### config.mk
export PLATFORM = sky130hd
export DESIGN_NAME = clock_divider
export DESIGN_NICKNAME = d
export VERILOG_FILES = /design/src/rtl/clock_divider_pkg.sv /design/src/rtl/rollover_counter.sv /design/src/rtl/clock_divider.sv
export SDC_FILE = /design/constraint.sdc
export NUM_CORES = 1
export LEC_CHECK = 0
export BUFFER_PORTS_ARGS = -buffer_cell sky130_fd_sc_hd__buf_2
export CORE_ASPECT_RATIO = 1.1
export CORE_MARGIN = 2
export CORE_UTILIZATION = 35
export CTS_BUF_LIST = sky130_fd_sc_hd__clkbuf_4 sky130_fd_sc_hd__clkbuf_8
export DETAILED_ROUTE_END_ITERATION = 6
export RECOVER_POWER = 25
export SYNTH_ARGS = -nofsm -noshare
export SYNTH_HDL_FRONTEND = slang
export SYNTH_SLANG_ARGS = --single-unit
export TNS_END_PERCENT = 10
### constraint.sdc
create_clock -name i_clk -period 4 [get_ports i_clk]
set_clock_uncertainty 0.2 [all_clocks]
set_input_delay 0.8 -clock i_clk [delete_from_list [all_inputs] [get_ports i_clk]]
set_output_delay 0.8 -clock i_clk [all_outputs]
set_load 0.01 [all_outputs]
### src/rtl/clock_divider_pkg.sv
// Shared types and reset defaults for the clock/strobe divider.
// Benches import the same defaults so expectations track the design.
package clock_divider_pkg;

    typedef enum logic {
        MODE_TOGGLE = 1'b0,
        MODE_PULSE  = 1'b1
    } div_mode_t;

    localparam int   DEFAULT_DIV_C = 9;
    localparam logic RESET_LEVEL_C = 1'b1;

endpackage

### src/rtl/rollover_counter.sv
// Free-running 0..terminal counter with a combinational wrap flag.
// i_clear restarts the period from zero regardless of enable.
module rollover_counter
    import clock_divider_pkg::*;
#(
    parameter int WIDTH = 8
) (
    input  logic             i_clk,
    input  logic             i_reset,
    input  logic             i_enable,
    input  logic             i_clear,
    input  logic [WIDTH-1:0] i_terminal,
    output logic [WIDTH-1:0] o_count,
    output logic             o_wrap
);

    logic [WIDTH-1:0] r_count;

    assign o_wrap  = i_enable && (r_count == i_terminal);
    assign o_count = r_count;

    always_ff @(posedge i_clk or posedge i_reset) begin
        if (i_reset) begin
            r_count <= '0;
        end else if (i_clear || o_wrap) begin
            r_count <= '0;
        end else if (i_enable) begin
            r_count <= r_count + 1'b1;
        end
    end

endmodule

### src/rtl/clock_divider.sv
// Runtime-programmable clock/strobe divider with a rollover tick.
// Divisor and mode changes only land on a period boundary.
module clock_divider
    import clock_divider_pkg::*;
#(
    parameter int   WIDTH       = 8,
    parameter int   DEFAULT_DIV = DEFAULT_DIV_C,
    parameter logic RESET_LEVEL = RESET_LEVEL_C
) (
    input  logic             i_clk,
    input  logic             i_reset,
    input  logic             i_enable,
    input  logic             i_load,
    input  logic [WIDTH-1:0] i_div,
    input  logic             i_mode,
    output logic             o_clk,
    output logic             o_tick,
    output logic             o_load_pending,
    output logic [WIDTH-1:0] o_div_active
);

    logic [WIDTH-1:0] r_div_act;
    logic [WIDTH-1:0] r_div_pend;
    div_mode_t        r_mode_act;
    div_mode_t        r_mode_pend;
    logic             r_pending;
    logic             r_clk;
    logic             r_tick;

    logic [WIDTH-1:0] w_count;
    logic [WIDTH-1:0] w_div_next;
    div_mode_t        w_mode_next;
    logic             w_wrap;
    logic             w_idle_apply;

    // While frozen there is no boundary to wait for, so a pending
    // change lands straight away and restarts the period.
    assign w_idle_apply = !i_enable && r_pending;

    rollover_counter #(
        .WIDTH(WIDTH)
    ) u_cnt (
        .i_clk      (i_clk),
        .i_reset    (i_reset),
        .i_enable   (i_enable),
        .i_clear    (w_idle_apply),
        .i_terminal (r_div_act),
        .o_count    (w_count),
        .o_wrap     (w_wrap)
    );

    always_comb begin
        w_div_next  = r_div_act;
        w_mode_next = r_mode_act;
        if (w_wrap && i_load) begin
            w_div_next  = i_div;
            w_mode_next = div_mode_t'(i_mode);
        end else if ((w_wrap && r_pending) || w_idle_apply) begin
            w_div_next  = r_div_pend;
            w_mode_next = r_mode_pend;
        end
    end

    always_ff @(posedge i_clk or posedge i_reset) begin
        if (i_reset) begin
            r_div_act   <= WIDTH'(DEFAULT_DIV);
            r_mode_act  <= MODE_TOGGLE;
            r_div_pend  <= WIDTH'(DEFAULT_DIV);
            r_mode_pend <= MODE_TOGGLE;
            r_pending   <= 1'b0;
            r_clk       <= RESET_LEVEL;
            r_tick      <= 1'b0;
        end else begin
            r_tick     <= w_wrap;
            r_div_act  <= w_div_next;
            r_mode_act <= w_mode_next;

            if (w_wrap) begin
                r_pending <= 1'b0;
            end else if (i_load) begin
                r_div_pend  <= i_div;
                r_mode_pend <= div_mode_t'(i_mode);
                r_pending   <= 1'b1;
            end else if (w_idle_apply) begin
                r_pending <= 1'b0;
            end

            // The mode in force after this edge decides wrap behaviour.
            if (w_wrap) begin
                r_clk <= (w_mode_next == MODE_PULSE) ? 1'b1 : ~r_clk;
            end else if (i_enable && r_mode_act == MODE_PULSE) begin
                r_clk <= 1'b0;
            end
        end
    end

    assign o_clk          = r_clk;
    assign o_tick         = r_tick;
    assign o_load_pending = r_pending;
    assign o_div_active   = r_div_act;

    logic unused_count;
    assign unused_count = ^w_count;

endmodule
==> flow_summary.ini <==
[logic_synthesis]
yosys.area.top_type_share_pct = 42.4
avgSynthCellArea_um2 = 11.1
yosysWarningCount = 0
synth_seq_area_share_pct = 51.7
ys_ff_latch = 29
synthTopCellsByArea = dfrtp_1 (42%), dfstp_2 (9.3%), mux2_2 (7.2%)
ys_types = 31
yosysTopAreaCell = dfrtp_1
synth_nets = 142
syn_area_um2 = 1420
syn_inst = 128

[critical_path]
start_kind = flip-flop
cp.arrival_ns = 2.62
endpoint_kind = flip-flop
required_ns = 3.97
r2r_slack_ns = 1.35
worst-path-max-fanout = 10
crit_type = flip-flop to flip-flop

[sta]
period_minus_slack_ns = 2.65
relSlewSlack_pct = 26.4
fin_crit_sh_pct = 66.3
max_freq_ghz = 0.377
rsz0062_at_grt = no
finalHoldViolations = 0
finalSetupTns_ns = 0
slew_viol_final = 0
setup_viol = 0
worst_slew_pin_slew_ns = 1.10

[clock_network]
clock-sinks = 29
cts_hold_buffers = 0
clock_latency_ns = 0.29
cts.path.max_buffers = 2
postCtsSetupBuffers = 0
cts_buffers = 5
ctsHtreeMaxLevel = 2
cts-root-buf = clkbuf_8
cts_tree = done
clk_pin_slew_worst_paths_ns = 0.07
cts-resized-gates = 0

[run_status]
run_status = finished, final reports clean

[power]
p_seq_share_pct = 44.1
p_leak_nw = 0.735
p_clk_share_pct = 36.2
sw_frac_of_total_pct = 28.5
p_sw_mw = 0.251
vdd_drop_max_mv = 0.126
p_comb_share_pct = 19.7
power_density_nw_per_um2 = 522
p_int_mw = 0.630
power_mw = 0.881

[place]
port_buffers = 23
dp_hpwl_um = 2070
place_area_um2 = 1570
place_congestion = 0.884
dp_cells = 198

[detailed_routing]
postRouteAntennaNets = 0
remaining_drc_errors = 0
drt_iter0_drc = 58
wl_um = 2920
viasPerCell = 4.83
via_count = 994
dr.pass1.iters = 4
routedWlPerCell_um = 14.2

[finish]
final_common_cell = dfrtp_1
fin_cells = 206
utilization_pct = 42.9
synthToLayoutAreaGrowth_pct = 19.2
fin_area_um2 = 1690
num_antenna_cells = 0
final_nets = 167
drive_gt1_share_pct = 29.2
mostFrequentLayoutCells = dfrtp_1 (24), nor2_1 (20), buf_2 (19)

[worst_hold_path]
hold_class = flip-flop to flip-flop

[global_route]
grt_pass1_wl_um = 4970
grt_use_total_pct = 14.7
grt_max_degree = 30
antenna_found_initial = 0
overflow = 0
grt_pass1_vias = 1074

[floorplanning]
die_w_um = 64.7
die_area_um2 = 4570
core_area_um2 = 3930
pin_count = 24
start_util_pct = 36.0
die_h_um = 70.7
num_rows = 24

[run]
drv_cap = 0
==> through the flow <==
step	worst slack, ns	hold WS (ns)
after floorplan	1.76	0.279
after global placement	1.20	0.288
after detailed placement	1.10	0.298
after CTS	1.35	0.314
after global routing	1.10	0.332
final	1.35	0.312
==> power groups by stage <==
stage	sequential, mW	clock [mW]	combinational [mW]
floorplan	0.392	0	0.119
global route	0.395	0.341	0.195
CTS	0.389	0.329	0.179
detailed placement	0.394	0	0.179
global placement	0.393	0	0.176
finish	0.389	0.319	0.174
==> synthesized netlist by cell type, drive strengths merged <==
| cell | n |
|---|---|
| dfrtp | 24 |
| nor2 | 20 |
| xnor2 | 11 |
| a21oi | 10 |
| mux2 | 9 |
| mux2i | 8 |
| nand2 | 6 |
| dfstp | 5 |
| xor2 | 4 |
| clkbuf | 3 |
| inv | 3 |
| nand2b | 3 |
| buf | 2 |
| nand3 | 2 |
| nand4 | 2 |
| nor3 | 2 |
| o2111ai | 2 |
| a21boi | 1 |
| a22oi | 1 |
| a31o | 1 |
| a31oi | 1 |
| ha | 1 |
| nor4 | 1 |
| o21ai | 1 |
| o21ba | 1 |
| o2bb2ai | 1 |
| o31ai | 1 |
| o41ai | 1 |
| or4 | 1 |
==> logic make-up (layout without fill, tap and decap cells) <==
logic type      after synthesis  in the layout  share of synthesized area (%)
buf+inv                       8             34                           2.47
fa+ha+maj                     1              1                          0.883
flops                        29             29                           51.7
simple gates                 37             37                           11.8
xor+xnor                     15             15                           9.28
mux                          17             17                           12.8
compound gates               21             21                           11.0
==> sequential cells by signal, indices dropped and copies added, names as in the netlist <==
register and cells:
o_tick 1, u_cnt.o_count 8, o_div_active 8, r_mode_pend 1
o_load_pending 1, r_mode_act 1, o_clk 1, r_div_pend 8
==> final cells by class <==
| class | instances | area [µm²] |
|---|---|---|
| Fill cell | 394 | 2250 |
| Sequential cell | 29 | 732 |
| Multi-Input combinational cell | 91 | 649 |
| Timing Repair Buffer | 23 | 110 |
| Clock buffer | 6 | 82.6 |
| Tap cell | 52 | 65.1 |
| Clock inverter | 2 | 37.5 |
| Inverter | 3 | 11.3 |
==> final timing paths <==
check,start,endpoint,depth (start not counted)
worst max-delay path,o_div_active[3],r_mode_pend,5
worst min-delay path,r_div_pend[7],r_div_pend[7],1
worst max register to register,o_div_active[3],r_mode_pend,5
worst min register to register,r_div_pend[7],r_div_pend[7],1
max in group asynchronous,i_reset,r_mode_pend,2
min in group asynchronous,i_reset,o_div_active[5],2
==> metal layers <==
metal | up-vias | track usage (%) | wire (µm)
met2 | 22 | 25.1 | 1450
met4 | 0 | 9.93 | 96
met5 | - | 0 | 0
met1 | 472 | 15.7 | 1260
met3 | 5 | 3.97 | 107
li1 | 495 | - | -
==> worst max-delay path: stages, from the launching register on <==
cell	delay [ns]
dfstp_2	0.55
xnor2_1	0.12
nand4_1	0.26
nor3_1	0.51
nand2b_1	0.50
mux2_2	0.40
(Power assumes the default switching activity.)
